`config.mk`:
```
export PLATFORM = sky130hd
export DESIGN_NAME = udp_tx_framer
export DESIGN_NICKNAME = d
export VERILOG_FILES = /design/src/rtl/udp_tx_framer_pkg.sv /design/src/rtl/udp_tx_framer_fifo.sv /design/src/rtl/udp_tx_framer.sv
export SDC_FILE = /design/constraint.sdc
export NUM_CORES = 1
export LEC_CHECK = 0
export BUFFER_PORTS_ARGS = -buffer_cell sky130_fd_sc_hd__clkbuf_2
export CAP_MARGIN = 25
export CORE_UTILIZATION = 35
export CTS_CLUSTER_SIZE = 25
export DETAILED_ROUTE_END_ITERATION = 8
export PLACE_DENSITY = 0.59
export SYNTH_ARGS = -nofsm -noshare
export SYNTH_HDL_FRONTEND = slang
export SYNTH_SLANG_ARGS = --single-unit
```
`constraint.sdc`:
```
create_clock -name sys_clk -period 4.71 [get_ports sys_clk]
set_input_delay 0.471 -clock sys_clk [delete_from_list [all_inputs] [get_ports sys_clk]]
set_output_delay 0.471 -clock sys_clk [all_outputs]
set_load 0.02 [all_outputs]
```
`src/rtl/udp_tx_framer_pkg.sv`:
```
// Shared definitions for the UDP TX framer: FSM encodings, header field offsets, default sync pattern.
package udp_pkg;

  typedef enum logic [2:0] {
    ST_IDLE = 3'd0,
    ST_HDR  = 3'd1,
    ST_DATA = 3'd2,
    ST_PAD  = 3'd3,
    ST_TRL  = 3'd4
  } state_e;

  localparam int MAGIC_LSB = 48;
  localparam int SEQ_LSB   = 32;
  localparam int LEN_LSB   = 16;
  localparam int FLAG_TRL  = 0;

  localparam logic [15:0] MAGIC_DEFAULT = 16'hA55A;

  // Assemble the 64-bit header word from its fields.
  function automatic logic [63:0] build_header(input logic [15:0] magic,
                                               input logic [15:0] seq,
                                               input logic [15:0] len,
                                               input logic        trl);
    logic [63:0] hdr;
    hdr                   = 64'h0;
    hdr[MAGIC_LSB +: 16]  = magic;
    hdr[SEQ_LSB +: 16]    = seq;
    hdr[LEN_LSB +: 16]    = len;
    hdr[FLAG_TRL]         = trl;
    return hdr;
  endfunction

endpackage

```
`src/rtl/udp_tx_framer_fifo.sv`:
```
// Synchronous first-word-fall-through FIFO, DATA_W x 2**AW, with registered full/empty flags.
// full_next exposes the next-cycle full flag so the parent can register its ready output.
module udp_tx_framer_fifo #(
  parameter int DATA_W = 64,
  parameter int AW     = 4
) (
  input  logic              clk,
  input  logic              rst_n,
  input  logic              push,
  input  logic [DATA_W-1:0] wdata,
  input  logic              pop,
  output logic [DATA_W-1:0] rdata,
  output logic              empty,
  output logic              full_next
);

  localparam int            DEPTH    = 1 << AW;
  localparam logic [AW-1:0] PTR_ONE  = AW'(1);
  localparam logic [AW:0]   CNT_ONE  = (AW+1)'(1);
  localparam logic [AW:0]   CNT_FULL = (AW+1)'(DEPTH);

  logic [DATA_W-1:0] mem_q [DEPTH];
  logic [AW-1:0]     wr_ptr_q, wr_ptr_d;
  logic [AW-1:0]     rd_ptr_q, rd_ptr_d;
  logic [AW:0]       cnt_q, cnt_d;
  logic              full_q, full_d;
  logic              empty_q, empty_d;
  logic              push_ok_s, pop_ok_s;

  // Pointer, occupancy and flag next-state.
  always_comb begin
    push_ok_s = push && !full_q;  // a full FIFO refuses the push even when popping
    pop_ok_s  = pop && !empty_q;
    if (push_ok_s) begin
      wr_ptr_d = wr_ptr_q + PTR_ONE;
    end else begin
      wr_ptr_d = wr_ptr_q;
    end
    if (pop_ok_s) begin
      rd_ptr_d = rd_ptr_q + PTR_ONE;
    end else begin
      rd_ptr_d = rd_ptr_q;
    end
    case ({push_ok_s, pop_ok_s})
      2'b10:   cnt_d = cnt_q + CNT_ONE;
      2'b01:   cnt_d = cnt_q - CNT_ONE;
      default: cnt_d = cnt_q;
    endcase
    full_d  = (cnt_d == CNT_FULL);
    empty_d = (cnt_d == '0);
  end

  // Control state registers.
  always_ff @(posedge clk or negedge rst_n) begin
    if (!rst_n) begin
      wr_ptr_q <= '0;
      rd_ptr_q <= '0;
      cnt_q    <= '0;
      full_q   <= 1'b0;
      empty_q  <= 1'b1;
    end else begin
      wr_ptr_q <= wr_ptr_d;
      rd_ptr_q <= rd_ptr_d;
      cnt_q    <= cnt_d;
      full_q   <= full_d;
      empty_q  <= empty_d;
    end
  end

  // Storage array; contents need no reset since the pointers define validity.
  always_ff @(posedge clk) begin
    if (push_ok_s) begin
      mem_q[wr_ptr_q] <= wdata;
    end
  end

  assign rdata     = mem_q[rd_ptr_q];
  assign empty     = empty_q;
  assign full_next = full_d;

endmodule

```
`src/rtl/udp_tx_framer.sv`:
```
// Packetises a free-running sample stream into header + PAYLOAD_WORDS data words (+ optional XOR trailer).
// Optional trailer word is enabled by defining UDP_TX_FRAMER_TRAILER_EN.
module udp_tx_framer
  import udp_pkg::*;
#(
  parameter int          DATA_W        = 64,
  parameter int          PAYLOAD_WORDS = 128,
  parameter int          FIFO_AW       = 4,
  parameter int          TIMEOUT_CYC   = 1024,
  parameter logic [15:0] MAGIC         = MAGIC_DEFAULT
) (
  input  logic              sys_clk,
  input  logic              sys_rst_n,
  input  logic              enable,
  input  logic [DATA_W-1:0] s_data,
  input  logic              s_valid,
  output logic              s_ready,
  output logic [DATA_W-1:0] m_data,
  output logic              m_valid,
  output logic              m_last,
  input  logic              m_ready,
  output logic [15:0]       seq_num,
  output logic              pkt_done,
  output logic [15:0]       pad_cnt
);

  localparam int          TW       = $clog2(TIMEOUT_CYC + 1);
  localparam logic [TW-1:0] TMO_LAST = TW'(TIMEOUT_CYC - 1);
  localparam logic [TW-1:0] TMR_ONE  = TW'(1);
  localparam logic [11:0] LAST_IDX = 12'(PAYLOAD_WORDS - 1);
`ifdef UDP_TX_FRAMER_TRAILER_EN
  localparam logic        TRL_FLAG = 1'b1;
`else
  localparam logic        TRL_FLAG = 1'b0;
`endif

  state_e            state_q, state_d;
  logic              m_valid_q, m_valid_d;
  logic [DATA_W-1:0] m_data_q, m_data_d;
  logic              m_last_q, m_last_d;
  logic              s_ready_q, s_ready_d;
  logic              pkt_done_q, pkt_done_d;
  logic [11:0]       wcnt_q, wcnt_d;
  logic [TW-1:0]     timer_q, timer_d;
  logic [15:0]       seq_q, seq_d;
  logic [15:0]       pad_q, pad_d;
`ifdef UDP_TX_FRAMER_TRAILER_EN
  logic [DATA_W-1:0] acc_q, acc_d;
`endif

  logic              fifo_push_s, fifo_pop_s;
  logic              fifo_empty_s, fifo_full_next_s;
  logic [DATA_W-1:0] fifo_rdata_s;
  logic [DATA_W-1:0] hdr_s;
  logic              accept_s, final_s, fetch_s, pay_done_s;
  logic [11:0]       fetch_idx_s;

  // Without a trailer the final payload word closes the packet.
  function automatic logic is_last_payload(input logic [11:0] idx);
    return (TRL_FLAG == 1'b0) && (idx == LAST_IDX);
  endfunction

  assign fifo_push_s = s_valid && s_ready_q;
  assign hdr_s       = DATA_W'(build_header(MAGIC, seq_q, 16'(PAYLOAD_WORDS), TRL_FLAG));

  udp_tx_framer_fifo #(
    .DATA_W (DATA_W),
    .AW     (FIFO_AW)
  ) u_fifo (
    .clk       (sys_clk),
    .rst_n     (sys_rst_n),
    .push      (fifo_push_s),
    .wdata     (s_data),
    .pop       (fifo_pop_s),
    .rdata     (fifo_rdata_s),
    .empty     (fifo_empty_s),
    .full_next (fifo_full_next_s)
  );

  // FSM next-state: the output register always holds the word currently offered downstream.
  always_comb begin
    state_d     = state_q;
    m_valid_d   = m_valid_q;
    m_data_d    = m_data_q;
    m_last_d    = m_last_q;
    wcnt_d      = wcnt_q;
    timer_d     = timer_q;
    seq_d       = seq_q;
    pad_d       = pad_q;
    pkt_done_d  = 1'b0;
    s_ready_d   = !fifo_full_next_s;
    fifo_pop_s  = 1'b0;
    fetch_s     = 1'b0;
    fetch_idx_s = wcnt_q;
    pay_done_s  = 1'b0;
`ifdef UDP_TX_FRAMER_TRAILER_EN
    acc_d       = acc_q;
`endif
    accept_s    = m_valid_q && m_ready;
    final_s     = (wcnt_q == LAST_IDX);

    case (state_q)
      ST_IDLE: begin
        if (enable && !fifo_empty_s) begin
          state_d   = ST_HDR;
          m_valid_d = 1'b1;
          m_data_d  = hdr_s;
          m_last_d  = 1'b0;
        end else begin
          m_valid_d = 1'b0;
          m_last_d  = 1'b0;
        end
      end
      ST_HDR: begin
        if (accept_s) begin
          state_d     = ST_DATA;
          wcnt_d      = 12'd0;
          timer_d     = '0;
          fetch_s     = 1'b1;
          fetch_idx_s = 12'd0;
`ifdef UDP_TX_FRAMER_TRAILER_EN
          acc_d       = '0;
`endif
        end else begin
          m_valid_d = 1'b1;
        end
      end
      ST_DATA: begin
        if (accept_s) begin
`ifdef UDP_TX_FRAMER_TRAILER_EN
          acc_d = acc_q ^ m_data_q;
`endif
          if (final_s) begin
            pay_done_s = 1'b1;
          end else begin
            wcnt_d      = wcnt_q + 12'd1;
            fetch_s     = 1'b1;
            fetch_idx_s = wcnt_q + 12'd1;
          end
        end else if (!m_valid_q) begin
          // Idle timer only runs while a payload slot is waiting on an empty FIFO.
          if (!fifo_empty_s) begin
            fetch_s = 1'b1;
          end else if (timer_q == TMO_LAST) begin
            state_d   = ST_PAD;
            m_valid_d = 1'b1;
            m_data_d  = '0;
            m_last_d  = is_last_payload(wcnt_q);
            timer_d   = '0;
          end else begin
            timer_d = timer_q + TMR_ONE;
          end
        end else begin
          m_valid_d = 1'b1;
        end
      end
      ST_PAD: begin
        if (accept_s) begin
          if (pad_q != 16'hFFFF) begin
            pad_d = pad_q + 16'd1;
          end else begin
            pad_d = pad_q;
          end
          if (final_s) begin
            pay_done_s = 1'b1;
          end else begin
            wcnt_d   = wcnt_q + 12'd1;
            m_data_d = '0;
            m_last_d = is_last_payload(wcnt_q + 12'd1);
          end
        end else begin
          m_valid_d = 1'b1;
        end
      end
`ifdef UDP_TX_FRAMER_TRAILER_EN
      ST_TRL: begin
        if (accept_s) begin
          state_d    = ST_IDLE;
          m_valid_d  = 1'b0;
          m_last_d   = 1'b0;
          seq_d      = seq_q + 16'd1;
          pkt_done_d = 1'b1;
        end else begin
          m_valid_d = 1'b1;
        end
      end
`endif
      default: begin
        state_d   = ST_IDLE;
        m_valid_d = 1'b0;
        m_last_d  = 1'b0;
      end
    endcase

    if (fetch_s) begin
      if (!fifo_empty_s) begin
        m_valid_d  = 1'b1;
        m_data_d   = fifo_rdata_s;
        m_last_d   = is_last_payload(fetch_idx_s);
        fifo_pop_s = 1'b1;
        timer_d    = '0;
      end else begin
        m_valid_d = 1'b0;
        m_last_d  = 1'b0;
      end
    end else begin
      fifo_pop_s = 1'b0;
    end

    if (pay_done_s) begin
`ifdef UDP_TX_FRAMER_TRAILER_EN
      state_d    = ST_TRL;
      m_valid_d  = 1'b1;
      m_last_d   = 1'b1;
      m_data_d   = acc_d;
`else
      state_d    = ST_IDLE;
      m_valid_d  = 1'b0;
      m_last_d   = 1'b0;
      seq_d      = seq_q + 16'd1;
      pkt_done_d = 1'b1;
`endif
    end else begin
      seq_d = seq_d;
    end
  end

  // FSM, counters and registered outputs.
  always_ff @(posedge sys_clk or negedge sys_rst_n) begin
    if (!sys_rst_n) begin
      state_q    <= ST_IDLE;
      m_valid_q  <= 1'b0;
      m_data_q   <= '0;
      m_last_q   <= 1'b0;
      s_ready_q  <= 1'b0;
      pkt_done_q <= 1'b0;
      wcnt_q     <= 12'd0;
      timer_q    <= '0;
      seq_q      <= 16'd0;
      pad_q      <= 16'd0;
`ifdef UDP_TX_FRAMER_TRAILER_EN
      acc_q      <= '0;
`endif
    end else begin
      state_q    <= state_d;
      m_valid_q  <= m_valid_d;
      m_data_q   <= m_data_d;
      m_last_q   <= m_last_d;
      s_ready_q  <= s_ready_d;
      pkt_done_q <= pkt_done_d;
      wcnt_q     <= wcnt_d;
      timer_q    <= timer_d;
      seq_q      <= seq_d;
      pad_q      <= pad_d;
`ifdef UDP_TX_FRAMER_TRAILER_EN
      acc_q      <= acc_d;
`endif
    end
  end

  assign s_ready  = s_ready_q;
  assign m_data   = m_data_q;
  assign m_valid  = m_valid_q;
  assign m_last   = m_last_q;
  assign seq_num  = seq_q;
  assign pkt_done = pkt_done_q;
  assign pad_cnt  = pad_q;

endmodule

```
# After elaboration in Yosys (flattened, before gate mapping)
# Memories as Yosys holds them, arrays and structs flattened.
# Cells that the tools add are included.
# word_totals
ff_bits	141
in_bits	69
memories	1
mem_bits_rw	1024
word_cells	131
out_inout_bits	100
# mem_list
memory	words	word_bits	read_ports	rd_clocked_by_memory_dff	write_ports	line_no	rtl
u_fifo.mem_q	16	64	1	0	1	udp_tx_framer_fifo.sv:22	logic [DATA_W-1:0] mem_q [DEPTH];
# op_classes
eq_ne	26
add_sub_neg	8
muxes	64
n_reduce_logical	17
# ops
cell	count
$mux 64	9
$pmux 64 s3	1
$mux 11	7
$pmux 12 s2	2
$eq 12x7->1 const B	3
$mux 12	3
$add 16x1->16 const B	2
$mux 1	29
$pmux 11 s2	1
$mux 3	7
$ne 4x4->1 const B	5
$ne 3x3->1 const B	6
$ne 16x16->1 const B	1
$reduce_and 7->1	2
$add 12x1->12 const B	1
$pmux 3 s4	1
$add 11x1->11 const B	1
$eq 11x10->1 const B	1
$pmux 5 s2	1
$add 4x1->4 const B	2
$eq 3x2->1 const B	2
$pmux 1 s3	2
$add 5x1->5 const B	1
$eq 5x5->1 const B	1
17 further kinds	24

# Depth between registers and ports, before layout
# logic_depth
word_depth	10
mapped_depth	17
ltp_nobuf	14

# Cells and area by module
# Synthesis repeated with hierarchy kept, for this count alone.
# unflattened
hier_cells	2132
area_unflattened_um2	45353.5
# modules_own_cells
module	area_per_inst_um2	n_inst	cells_per_inst	seq_area_each_um2
udp_tx_framer_fifo	39293.9	1	1523	31126.1
udp_tx_framer	6059.6	1	609	3128.0

# Worst setup path after synthesis
# No wires, ideal clock.
# synth_timing
kind	flip-flop to flip-flop
startpoint	register wcnt_q[0]
endpoint	register u_fifo.full_q
setup_time_ns	0.120
t_arrival_ns	3.772
stages_incl_launch_ff	15
required_ns	4.590
path_buffers	2
setup_slack_ns	0.818
synth_period_minus_slack_ns	3.892
path_cell_list	dfrtp_1 > ha_1 > nand3_1 > nor4_4 > o21ai_2 > nand2_1 > nor2_1 > clkbuf_1 > clkbuf_1 > ha_1 > a21o_1 > a21oi_1 > or3b_2 > mux2_2 > o211a_1
# synth_between
elab_chain_len	9
elab_cells_between_ends	10
cone_classes	4 x eq/ne; 5 x mux; 1 x reduce/logical
# synth_rtl
element	line_no	rtl
from (decl)	udp_tx_framer.sv:43	logic [11:0] wcnt_q, wcnt_d;
from (signal assigned)	udp_tx_framer.sv:251	wcnt_q <= wcnt_d;
$eq 12x7->1 *	udp_tx_framer.sv:100	final_s = (wcnt_q == LAST_IDX);
$mux 1 *	udp_tx_framer.sv:133	if (final_s) begin
$mux 1 *	udp_tx_framer.sv:129	if (accept_s) begin
$pmux 1 s2 *	udp_tx_framer.sv:102	case (state_q)
$mux 1 *	udp_tx_framer.sv:195	if (fetch_s) begin
$logic_and 1x1->1 *	udp_tx_framer_fifo.sv:33	pop_ok_s = pop && !empty_q;
$eq 2x1->1 / $eq 2x2->1 (equally long branches)	udp_tx_framer_fifo.sv:44	case ({push_ok_s, pop_ok_s})
$pmux 5 s2 *	udp_tx_framer_fifo.sv:44	
$eq 5x5->1 *	udp_tx_framer_fifo.sv:49	full_d = (cnt_d == CNT_FULL);
via fifo_full_next_s	udp_tx_framer.sv:52	logic fifo_empty_s, fifo_full_next_s;
to (signal assigned)	udp_tx_framer_fifo.sv:65	full_q <= full_d;
to (decl)	udp_tx_framer_fifo.sv:26	logic full_q, full_d;
# Mark *: on every way through the listed nets, which the timed path passes. The rest lies on a longest branch.
# A chain may end at the register's enable or synchronous reset.

# Final worst setup path
# layout_timing
startpoint	register state_q[0]
endpoint	register u_fifo.full_q
# layout_between
elab_chain_len	7
elab_cells_between_ends	9
cone_classes	5 x eq/ne; 3 x mux; 1 x reduce/logical
# layout_rtl
element	line_no	rtl
from (decl)	udp_tx_framer.sv:37	state_e state_q, state_d;
from (signal assigned)	udp_tx_framer.sv:245	state_q <= state_d;
$eq 3x2->1 / $eq 3x1->1 (equally long branches)	udp_tx_framer.sv:102	
$pmux 1 s2 *	udp_tx_framer.sv:102	
$mux 1 *	udp_tx_framer.sv:195	
$logic_and 1x1->1 *	udp_tx_framer_fifo.sv:33	
$eq 2x1->1 / $eq 2x2->1 (equally long branches)	udp_tx_framer_fifo.sv:44	
$pmux 5 s2 *	udp_tx_framer_fifo.sv:44	
$eq 5x5->1 *	udp_tx_framer_fifo.sv:49	
via fifo_full_next_s	udp_tx_framer.sv:52	
# Marked as above.

==> results.yml <==
outcome:
  status: "completed"
detailed_routing:
  via_per_inst: 5.40
  drc: 0
  vias: 22200
  drtIter0Drc: 2483
  ant_nets: 0
  avgRoutedWirePerCell_um: 25.6
  drt_first_pass_iters: 6
  routed_wl_mm: 105
global_route:
  grt_overflow: 0
  antenna_found_initial: 18
  grt_usage: 0.161
  grt_start_max_net_pins: 106
  grt_pass1_vias: 23200
  grt_pass1_wl_mm: 156
floorplanning:
  chipWidth_um: 361
  initial_core_util: 0.354
  placementRows: 131
  coreArea_um2: 128000
  io_pins: 169
  dieArea_um2: 131000
  fp.dieH_um: 361
logic_synthesis:
  yosys.area.top_type_share: 0.680
  synth_async_sr_flop_share: 0.120
  ys_seq_area_frac: 0.758
  yosysMostFrequentCell: "edfxtp_1"
  ys_ff_latch: 1164
  ys_types: 61
  synth_top_cell_by_area: "edfxtp_1"
  synth_flop_cell: "edfxtp_1"
  synthesis.nets: 2204
  synth_edf_count: 1024
  syn-cell-area_um2: 45200
  synth.area.top_cells: "edfxtp_1 68%, mux4_2 16%, dfrtp_1 7.7%, a22o_1 0.83%, o21ai_0 0.75%"
  synth_warnings: 0
  synthCells: 2117
  avgSynthCellArea_um2: 21.4
  synthTopCellsByCount: "1,024 x edfxtp_1, 320 x mux4_2, 139 x dfrtp_1, 75 x clkbuf_1, 72 x nand2_1"
clocking:
  clk_path_buf_depth: 3
  cts_root_buf: "clkbuf_16"
  htree_levels: 3
  cts_tree: "done"
  clkLatencyLatePin_ps: 720
  clk_pin_slew_ps: 60
  numClockSinks: 1164
  cts_setup_buffers: 0
  cts_made_buffers: 113
placement:
  place_ws_ps: 917
  io_buffer_count: 168
  place.gp.congestion: 0.826
  place_hpwl_mm: 57.6
  postPlaceCellArea_um2: 48400
setup_path:
  start_kind: "register"
  crit_arrival_ps: 4480
  crit_type: "reg -> reg"
  regToRegSetupSlack_ps: 810
  cp-end-kind: "register"
  path_max_fanout: 14
  crit_required_ps: 5290
finish:
  fin_util: 0.407
  fin_area_um2: 52100
  area_delta_synth_final_pct: 15.2
  drive_gt1_frac: 0.301
  num-nets-final: 2427
sta:
  clock.fmax_ghz: 0.256
  slew_headroom: 0.325
  skew_ps: 41.0
  period_share: 0.828
  setup_viol: 0
  slew_viol_final: 0
  finalSetupTns_ps: 0
  hold_violations: 0
  fin_ws_ps: 810
  rsz0062_at_grt: "false"
  worst_pin_slew_ps: 1010
  finalCriticalPeriod_ps: 3900
power:
  power_density_nw_per_um2: 561
  ir_drop_mv: 0.562
  leakage_uw: 0.0169
  seqPwrFrac: 0.456
  power_uw: 29200
  p_clk_frac: 0.303
  p_int_uw: 20600
  switching_power_uw: 8650
  combPwrFrac: 0.241
  sw_frac_of_total: 0.296
flow_run:
  drv_cap: 0
min_path:
  hold_path_class: "in -> reg"
## repair_timing
action,CTS,global route
hold endpoints to repair,99,0
hold buffers,1,0
gates resized for setup,0,0
## worst max-delay path: stages, from the launching register on
cell	delay [ps]
dfrtp_1	410
inv_1	140
ha_1	480
nand2_1	220
o21ai_2	440
nand2_1	270
nor2_4	220
ha_1	340
a21o_1	210
a21oi_1	60
or3b_2	530
mux2_2	330
o211a_1	130
## state kept, by name, summed over array words and instances, names as in the netlist, 5 cells and up
| name | count |
|---|---|
| seq_num | 16 |
| u_fifo.mem_q | 1024 |
| pad_cnt | 16 |
| u_fifo.cnt_q | 5 |
| m_data | 64 |
| timer_q | 11 |
| wcnt_q | 12 |
## final cells by class
type                       instances  area [um^2]
tap                             1662         2080
antenna                            3         7.51
inverter                          17         63.8
fill                           11200        75800
multi-input combinational        831        10500
clock buffer                     169         3150
timing repair buffer             213         1520
sequential                      1164        34300
clock inverter                    47          473
## path summary, 6_finish.rpt
check | endpoint | startpoint | depth (start not counted)
max in group asynchronous | m_data[60] | sys_rst_n | 4
min reg2reg | pad_cnt[10] | pad_cnt[10] | 1
min | u_fifo.mem_q[7][1] | s_data[1] | 1
min in group asynchronous | wcnt_q[7] | sys_rst_n | 2
max | u_fifo.full_q | state_q[0] | 12
max reg2reg | u_fifo.full_q | state_q[0] | 12
## power groups by stage
stage               logic (uW)  registers, uW  clock network, uW
floorplan                 4490          13600                  0
CTS                       7180          13300               9040
global placement          7020          13500                  0
finish                    7040          13300               8840
global route              7590          13400               9410
detailed placement        7150          13500                  0
## per-layer routing
| metal | share of wire | GRT usage | vias up |
|---|---|---|---|
| met1 | 0.44 | 0.227 | 11900 |
| met3 | 0.066 | 0.0339 | 205 |
| li1 | - | - | 9306 |
| met5 | 0.0011 | 0 | - |
| met4 | 0.021 | 0.0376 | 18 |
| met2 | 0.48 | 0.256 | 775 |
## through the flow
step / instances / hold slack [ps]
after floorplan: 2117 / 175
after global placement: 3884 / 474
after detailed placement: 3885 / 483
after CTS: 4102 / 90.3
after global routing: 4104 / 129
final: 4106 / 148
## cell families (layout without fill, tap and decap cells)
| group | count (synthesis) | in the layout | share of synthesized area |
|---|---|---|---|
| fa+ha+maj | 18 | 18 | 0.00498 |
| mux | 329 | 329 | 0.162 |
| compound gates | 201 | 201 | 0.0300 |
| flops | 1164 | 1164 | 0.758 |
| xor+xnor | 42 | 42 | 0.00814 |
| other cells | 0 | 3 | 0 |
| buf+inv | 122 | 446 | 0.0107 |
| simple gates | 241 | 241 | 0.0270 |
## layout by cell type, fill, tap and decap left out, types with 7 or more instances in the layout
cell type     n
clkbuf_2    167
mux4_2      320
dfrtp_1     135
nand2_1      72
ha_1         18
inv_1        17
clkbuf_1     47
o31ai_1       8
a21oi_1      25
buf_12       23
nor3_1       12
and3_1       11
clkbuf_16   115
buf_4        19
a22o_1       43
xnor2_1      27
nand4_1      13
and2_4       16
nor2_1       51
xor2_1       15
edfxtp_1   1024
clkinv_2     19
o21ai_0      68
nand3_1      26
a22oi_1      21
clkbuf_8      7
clkinv_1     10
(Power assumes the default switching activity.)
